$ cat src/rtl/fourteen_to_one_serializer_fsm_if.sv
// Handshake/bus bundle between the serializer and its host plus receiver.
//   start, data_in  : host send request and parallel word
//   rx_ready        : receiver ready
//   ss, sdata, ack  : frame strobe, serial data, acknowledge to the receiver
//   busy, done, err : status back to the host
//   state_q         : FSM encoding for LEDs
// master = host/receiver side (testbench), slave = serializer.
interface fourteen_to_one_serializer_fsm_if #(
  parameter int WIDTH = 14
);
  logic             start;
  logic [WIDTH-1:0] data_in;
  logic             rx_ready;
  logic             ss;
  logic             sdata;
  logic             ack;
  logic             busy;
  logic             done;
  logic             err;
  logic [1:0]       state_q;

  modport master (
    output start, data_in, rx_ready,
    input  ss, sdata, ack, busy, done, err, state_q
  );

  modport slave (
    input  start, data_in, rx_ready,
    output ss, sdata, ack, busy, done, err, state_q
  );
endinterface

$ cat src/rtl/fourteen_to_one_serializer_fsm.sv
// Parallel-to-serial transmit stage for the 1-to-14 deserializer.
// Latches a WIDTH-bit word on start, holds ss high for WIDTH cycles while
// shifting the word out MSB-first on sdata, then waits for rx_ready and
// runs a ready/ack handshake. done pulses on completion, err pulses when
// rx_ready never arrives within TIMEOUT cycles.
// Ports:
//   clock  : system clock, rising edge
//   resetn : asynchronous active-low reset
//   bus    : slave side of fourteen_to_one_serializer_fsm_if
// All outputs are registered.
module fourteen_to_one_serializer_fsm #(
  parameter int WIDTH   = 14,
  parameter int TIMEOUT = 255
) (
  input  logic clock,
  input  logic resetn,
  fourteen_to_one_serializer_fsm_if.slave bus
);

  localparam int CW = (WIDTH > 1) ? $clog2(WIDTH) : 1;
  localparam int TW = $clog2(TIMEOUT + 1);

  typedef enum logic [1:0] {
    IDLE     = 2'b00,
    SHIFT    = 2'b01,
    WAIT_RDY = 2'b10,
    ACK      = 2'b11
  } state_e;

  state_e           state_q, state_d;
  logic [WIDTH-1:0] shreg_q, shreg_d;
  logic [CW-1:0]    cnt_q,   cnt_d;
  logic [TW-1:0]    tcnt_q,  tcnt_d;
  logic             ss_q,    ss_d;
  logic             sdata_q, sdata_d;
  logic             ack_q,   ack_d;
  logic             busy_q,  busy_d;
  logic             done_q,  done_d;
  logic             err_q,   err_d;

  always_comb begin
    state_d = state_q;
    shreg_d = shreg_q;
    cnt_d   = cnt_q;
    tcnt_d  = tcnt_q;
    ss_d    = ss_q;
    sdata_d = sdata_q;
    ack_d   = ack_q;
    busy_d  = busy_q;
    done_d  = 1'b0;
    err_d   = 1'b0;

    unique case (state_q)
      IDLE: begin
        // A done/err pulse cycle is still the tail of the previous frame,
        // so start is not accepted there.
        if (bus.start && !done_q && !err_q) begin
          state_d = SHIFT;
          // MSB goes straight to the sdata flop; shreg keeps the rest.
          sdata_d = bus.data_in[WIDTH-1];
          shreg_d = bus.data_in << 1;
          cnt_d   = '0;
          ss_d    = 1'b1;
          busy_d  = 1'b1;
        end
      end
      SHIFT: begin
        if (cnt_q == CW'(WIDTH - 1)) begin
          state_d = WAIT_RDY;
          ss_d    = 1'b0;
          sdata_d = 1'b0;
          tcnt_d  = '0;
        end else begin
          sdata_d = shreg_q[WIDTH-1];
          shreg_d = shreg_q << 1;
          cnt_d   = cnt_q + 1'b1;
        end
      end
      WAIT_RDY: begin
        if (bus.rx_ready) begin
          state_d = ACK;
          ack_d   = 1'b1;
        end else if (tcnt_q == TW'(TIMEOUT - 1)) begin
          state_d = IDLE;
          err_d   = 1'b1;
          busy_d  = 1'b0;
        end else begin
          tcnt_d  = tcnt_q + 1'b1;
        end
      end
      ACK: begin
        if (!bus.rx_ready) begin
          state_d = IDLE;
          ack_d   = 1'b0;
          done_d  = 1'b1;
          busy_d  = 1'b0;
        end
      end
      default: state_d = IDLE;
    endcase
  end

  always_ff @(posedge clock or negedge resetn) begin
    if (!resetn) begin
      state_q <= IDLE;
      shreg_q <= '0;
      cnt_q   <= '0;
      tcnt_q  <= '0;
      ss_q    <= 1'b0;
      sdata_q <= 1'b0;
      ack_q   <= 1'b0;
      busy_q  <= 1'b0;
      done_q  <= 1'b0;
      err_q   <= 1'b0;
    end else begin
      state_q <= state_d;
      shreg_q <= shreg_d;
      cnt_q   <= cnt_d;
      tcnt_q  <= tcnt_d;
      ss_q    <= ss_d;
      sdata_q <= sdata_d;
      ack_q   <= ack_d;
      busy_q  <= busy_d;
      done_q  <= done_d;
      err_q   <= err_d;
    end
  end

  assign bus.ss      = ss_q;
  assign bus.sdata   = sdata_q;
  assign bus.ack     = ack_q;
  assign bus.busy    = busy_q;
  assign bus.done    = done_q;
  assign bus.err     = err_q;
  assign bus.state_q = state_q;

endmodule

$ cat src/flat_wrapper.sv
// flat-port wrapper written by rule: the top's interface ports become plain ports
module fourteen_to_one_serializer_fsm_flat 
#(
  parameter int WIDTH   = 14,
  parameter int TIMEOUT = 255
)
  (clock, resetn, bus_start, bus_data_in, bus_rx_ready, bus_ss, bus_sdata, bus_ack, bus_busy, bus_done, bus_err, bus_state_q);
  fourteen_to_one_serializer_fsm_if #(.WIDTH(WIDTH)) bus_i ();
  input  logic clock;
  input  logic resetn;
  input wire logic [$bits(bus_i.start)-1:0] bus_start;
  input wire logic [$bits(bus_i.data_in)-1:0] bus_data_in;
  input wire logic [$bits(bus_i.rx_ready)-1:0] bus_rx_ready;
  output wire logic [$bits(bus_i.ss)-1:0] bus_ss;
  output wire logic [$bits(bus_i.sdata)-1:0] bus_sdata;
  output wire logic [$bits(bus_i.ack)-1:0] bus_ack;
  output wire logic [$bits(bus_i.busy)-1:0] bus_busy;
  output wire logic [$bits(bus_i.done)-1:0] bus_done;
  output wire logic [$bits(bus_i.err)-1:0] bus_err;
  output wire logic [$bits(bus_i.state_q)-1:0] bus_state_q;
  assign bus_i.start = bus_start;
  assign bus_i.data_in = bus_data_in;
  assign bus_i.rx_ready = bus_rx_ready;
  assign bus_ss = bus_i.ss;
  assign bus_sdata = bus_i.sdata;
  assign bus_ack = bus_i.ack;
  assign bus_busy = bus_i.busy;
  assign bus_done = bus_i.done;
  assign bus_err = bus_i.err;
  assign bus_state_q = bus_i.state_q;
  fourteen_to_one_serializer_fsm #(.WIDTH(WIDTH), .TIMEOUT(TIMEOUT)) u_core (.clock(clock), .resetn(resetn), .bus(bus_i));
endmodule
$ cat config.mk
export PLATFORM = sky130hd
export DESIGN_NAME = fourteen_to_one_serializer_fsm_flat
export DESIGN_NICKNAME = d
export VERILOG_FILES = /design/src/rtl/fourteen_to_one_serializer_fsm_if.sv /design/src/rtl/fourteen_to_one_serializer_fsm.sv /design/src/flat_wrapper.sv
export SDC_FILE = /design/constraint.sdc
export NUM_CORES = 1
export LEC_CHECK = 0
export ABC_AREA = 1
export CELL_PAD_IN_SITES_DETAIL_PLACEMENT = 2
export CELL_PAD_IN_SITES_GLOBAL_PLACEMENT = 2
export CORE_UTILIZATION = 34
export DETAILED_ROUTE_END_ITERATION = 8
export PLACE_DENSITY_LB_ADDON = 0.1
export SLEW_MARGIN = 20
export SYNTH_ARGS = -nofsm -noshare
export SYNTH_HDL_FRONTEND = slang
export SYNTH_SLANG_ARGS = --single-unit
$ cat constraint.sdc
create_clock -name clock -period 2.7 [get_ports clock]
set_clock_uncertainty 0.2 [all_clocks]
set_input_delay 0.54 -clock clock [delete_from_list [all_inputs] [get_ports clock]]
set_output_delay 0.54 -clock clock [all_outputs]
set_load 0.03 [all_outputs]
Word-level counts from Yosys, hierarchy flattened
Cells that the tools add are included.

Flip-flop bits (word level): 34. Bits in latches: 0. Bits in writable memories: 0. Memory bits (read-only): 0. Bits of input ports: 18. Output and inout bits: 8. Logic and storage cells: 75. Memories kept: 0.

Add/sub/neg operators: 2. $mul: 0. Divide/modulo/power cells: 0. $lt $le $gt $ge: 0. Equal/unequal tests: 14. Shifts and indexed selects: 0. Mux-type cells: 33. Bitwise logic cells: 0. Reductions and logical operators: 16.

Operators with widths (count): 2-to-1 mux 14 bit (2); case mux 14 bit (2 select lines) (1); 2-to-1 mux 8 bit (3); case mux 8 bit (2 select lines) (1); 2-to-1 mux 1 bit (13); 2-to-1 mux 2 bit (5); inequality test 2 bit, second input constant (5); AND reduction 3 bit (3); adder 8 x 1 -> 8 bit, second input constant (1); equality test 8 bit, second input constant (1); 2-to-1 mux 4 bit (2); case mux 2 bit (4 select lines) (1); case mux 4 bit (2 select lines) (1); AND reduction 4 bit (2); inequality test 2 x 1 -> 1 bit, second input constant (3); case mux 1 bit (2 select lines) (3); nonzero test 2 bit (3); AND reduction 5 bit (1); adder 4 x 1 -> 4 bit, second input constant (1); equality test 2 bit, second input constant (2); equality test 4 bit, second input constant (1); inequality test 3 x 2 -> 1 bit, second input constant (1); case mux 1 bit (3 select lines) (1); nonzero test 3 bit (1); 5 further kinds (7).

Depth between registers and ports, before layout
Word-level depth: 5. Depth in mapped cells: 10.

Worst setup path after synthesis
Ideal clock, no wire load.

Path kind: register to register. Start: register u_core.state_q[1] (netlist: u_core.bus.state_q[1]). End: register u_core.cnt_q[1]. Setup time: 0.125 ns. Data arrival time: 1.280 ns. Setup slack: 1.095 ns. Cell stages (with the launch flop): 7. Buffers on the path: 2. Period minus slack after synthesis: 1.605 ns. Path through: dfrtp_1 -> buf_6 -> nor2_4 -> nand4_4 -> nand2_4 -> buf_6 -> o22ai_1.

Longest elaborated chain between the ends: 3. Elaborated cells between the ends (all ways): 7. Those cells by class: eq/ne (3); mux (1); reduce/logical (3).

RTL lines: from (decl) (RTL line fourteen_to_one_serializer_fsm.sv:30) `state_e state_q, state_d;`; from (signal assigned) (RTL line fourteen_to_one_serializer_fsm.sv:116) `state_q <= state_d;`; equality test 2 x 1 -> 1 bit / logical NOT 2 bit (equally long branches) (RTL line fourteen_to_one_serializer_fsm.sv:53) `unique case (state_q)`; inequality test 2 bit (no source line) (tied with other cells); AND reduction 3 bit (no source line); to (signal assigned) (RTL line fourteen_to_one_serializer_fsm.sv:118) `cnt_q <= cnt_d;`; to (decl) (RTL line fourteen_to_one_serializer_fsm.sv:32) `logic [CW-1:0] cnt_q, cnt_d;`.

Several ways; a longest one is shown, not always the timed one. A chain may end at the register's enable or synchronous reset.

Worst setup path in the final report
Start: register u_core.state_q[1] (netlist: u_core.bus.state_q[1]). End: output port bus_state_q[1].

RTL lines: to (decl) (RTL line flat_wrapper.sv:20) `output wire logic [$bits(bus_i.state_q)-1:0] bus_state_q;`.

No word-level cell between the ends.

==> impl_results.md <==
* CTS hold repair buffers at 0
* Final setup vio count at 0
* Number of synthesized register bits at 33
* CP required at 1.96 ns
* CTS tree: built
* Yosys cell types at 26
* Share of cells above drive strength 1 at 0.0939
* Initial Utilization at 0.353
* Drt wl/cell at 14.5 µm
* Critical R2R Launch: u_core.bus.state_q[1]
* Hold Path Depth at 2
* Critical path type: flop to primary output
* Postcts setup bufs at 0
* Post-CTS sizing at 0
* Worst Hold Path EP: u_core.bus.busy
* Remaining DRCs at 0
* Number of synthesis warnings at 0
* GR Overflow Total at 0
* Run status: completed
* Post-Syn Nets at 241
* Detailed Place HPWL at 3320 µm
* Via Count at 1515
* Final Max Tran Viols at 0
* Syn_area_per_cell at 8.18 µm²
* Min-delay src: u_core.bus.busy
* Worst-Margin Slew at 0.512 ns
* Peak VDD IR at 425 µV
* Max-slew headroom at 0.658
* Worst path cell trace: clkdlybuf4s50_1
* Global-route wire length before repair at 7500 µm
* R2r setup slk at 0.86 ns
* Final wirelength at 4580 µm
* Tcrit/Tclk final at 0.882
* IO buf count at 25
* Routability Congestion at 0.788
* Largest stage delay on the critical path at 0.75 ns
* Core Box Area at 0.00507 mm²
* Layout area overhead at 19.4%
* Async SR Flop Fraction at 1.00
* Count leader, synth: nand2_1
* Peak Freq at 420 MHz
* Htree depth at 2
* Crit path time final at 2.38 ns
* Hold Crit Class: flop to flop
* Area of the mapped netlist at 0.00179 mm²
* Post-synth EDFFs at 0
* Max Root-Sink Buffers at 2
* DRT antenna net count at 0
* # diodes at 0
* Vias in the first global route at 1605
* Final #Nets at 268
* Crit path DAT at 1.64 ns
* Total CTS buffers at 5
* Register-to-Register Path Depth at 6
* Vias/cell at 4.81
* Largest net degree at the start of global routing at 34
* Worst Setup Start Kind: flop
* Initial antenna violation count at 0
* Commonest cells in the netlist: nand2_1 (70), dfrtp_1 (33), inv_1 (28)
* Leak Pwr at 1.05 nW
* Height of the chip at 74.6 µm
* Root Driver: clkbuf_8
* CP Max Fanout at 9
* Cell area after layout at 0.00214 mm²
* Mapped Cells at 219
* Cell accounting for the most synthesized area: dfrtp_1
* CP Capture Type: primary output
* Clock Sinks at 33
* First drt pass iteration count at 4
* IO Pins at 26
* Yosys top cell area share at 0.461
* Seq/Total Area, Yosys at 0.461
* Setup TNS at 0 ns
* RSZ-0062 raised after global routing: false
* Total of max-cap violations at 0
* Die width at 74.6 µm
* DP Area at 0.00206 mm²
* First DRT Iteration DRCs at 33
* Power per cell area at 1050 mW/mm²
* CP top delay family: buffers and inverters
* RR Endpoint: u_core.tcnt_q[5]
* Reg clk slew, reported paths at 0.07 ns
* Overall routing resource usage at 0.186
* Final Hold Fails at 0
* Area contributors post-synth: dfrtp_1 (46%), nand2_1 (15%), inv_1 (5.9%)
* FP Rows at 26
* Skew-Pair Late Insertion Delay at 0.29 ns
* Crit path max-delay cell type: clkdlybuf4s50_1
* Bufs and invs on worst path at 1
* Die area at 0.00556 mm²
* Synth Flop Type: dfrtp_1
layout make-up:
type	instances	area, µm²
multi-input combinational	150	781
clock buffer	5	68.8
sequential	33	826
timing repair buffer	26	258
fill	593	2940
clock inverter	1	5.00
tap	70	87.6
inverter	30	113
stage by stage:
step	worst slack, ns	hold slack [ns]	instances	total power [mW]	utilization
6_report	0.318	0.284	315	2.25	0.421
5_1_grt	0.268	0.330	315	2.45	0.421
4_1_cts	0.316	0.289	315	2.30	0.421
3_5_place_dp	0.601	0.273	309	1.92	0.407
3_3_place_gp	0.656	0.262	309	1.84	0.407
2_1_floorplan	1.10	0.0444	219	1.68	-
state kept, by name (all words and copies together), names as in the netlist, 2 cells and up:
register / flops
u_core.bus.state_q: 2
u_core.cnt_q: 4
u_core.shreg_q: 13
u_core.tcnt_q: 8
power breakdown:
group          total, mW  switching, mW  internal [mW]
Combinational       1.11          0.734          0.372
Sequential         0.789          0.117          0.672
Clock              0.357          0.187          0.170
metal layers:
metal  vias to the layer above  global-route usage  part of all wire
met1                       743               0.210              0.44
met2                        24               0.327              0.51
met5                         -                   0                 0
li1                        742                   -                 -
met3                         6              0.0542             0.040
met4                         0              0.0755             0.016
how the worst max path moves through the flow:
stage | to | from | depth (start not counted) | slack, ns
finish | bus_state_q[1] | u_core.bus.state_q[1] | 1 | 0.32
global route | bus_state_q[1] | u_core.bus.state_q[1] | 1 | 0.27
CTS | bus_state_q[1] | u_core.bus.state_q[1] | 1 | 0.32
detailed placement | u_core.shreg_q[1] | bus_start | 5 | 0.60
global placement | bus_state_q[1] | u_core.bus.state_q[1] | 1 | 0.66
floorplan | u_core.cnt_q[1] | u_core.bus.state_q[1] | 6 | 1.10
kinds of logic (layout without fill, tap and decap cells):
logic type               Yosys count  after routing  share of synthesized area
XOR/XNOR                           2              2                    0.00979
AND/OR/NAND/NOR                  107            107                      0.275
flip-flops                        33             33                      0.461
AO/OA/AOI/OAI                     37             37                      0.124
buffers and inverters             36             62                      0.103
adder cells (fa/ha/maj)            4              4                     0.0280
cell usage in the layout (no fill, tap or decap), types with 5 or more instances in the layout:
| master | count |
|---|---|
| nand2_1 | 70 |
| dfrtp_1 | 33 |
| inv_1 | 28 |
| clkdlybuf4s50_1 | 25 |
| nand3_1 | 17 |
| o21ai_1 | 16 |
| nor2_1 | 8 |
| o21ai_0 | 8 |
| o21ai_2 | 6 |
| clkbuf_8 | 5 |
No activity file was read; power rests on OpenSTA's default activity.
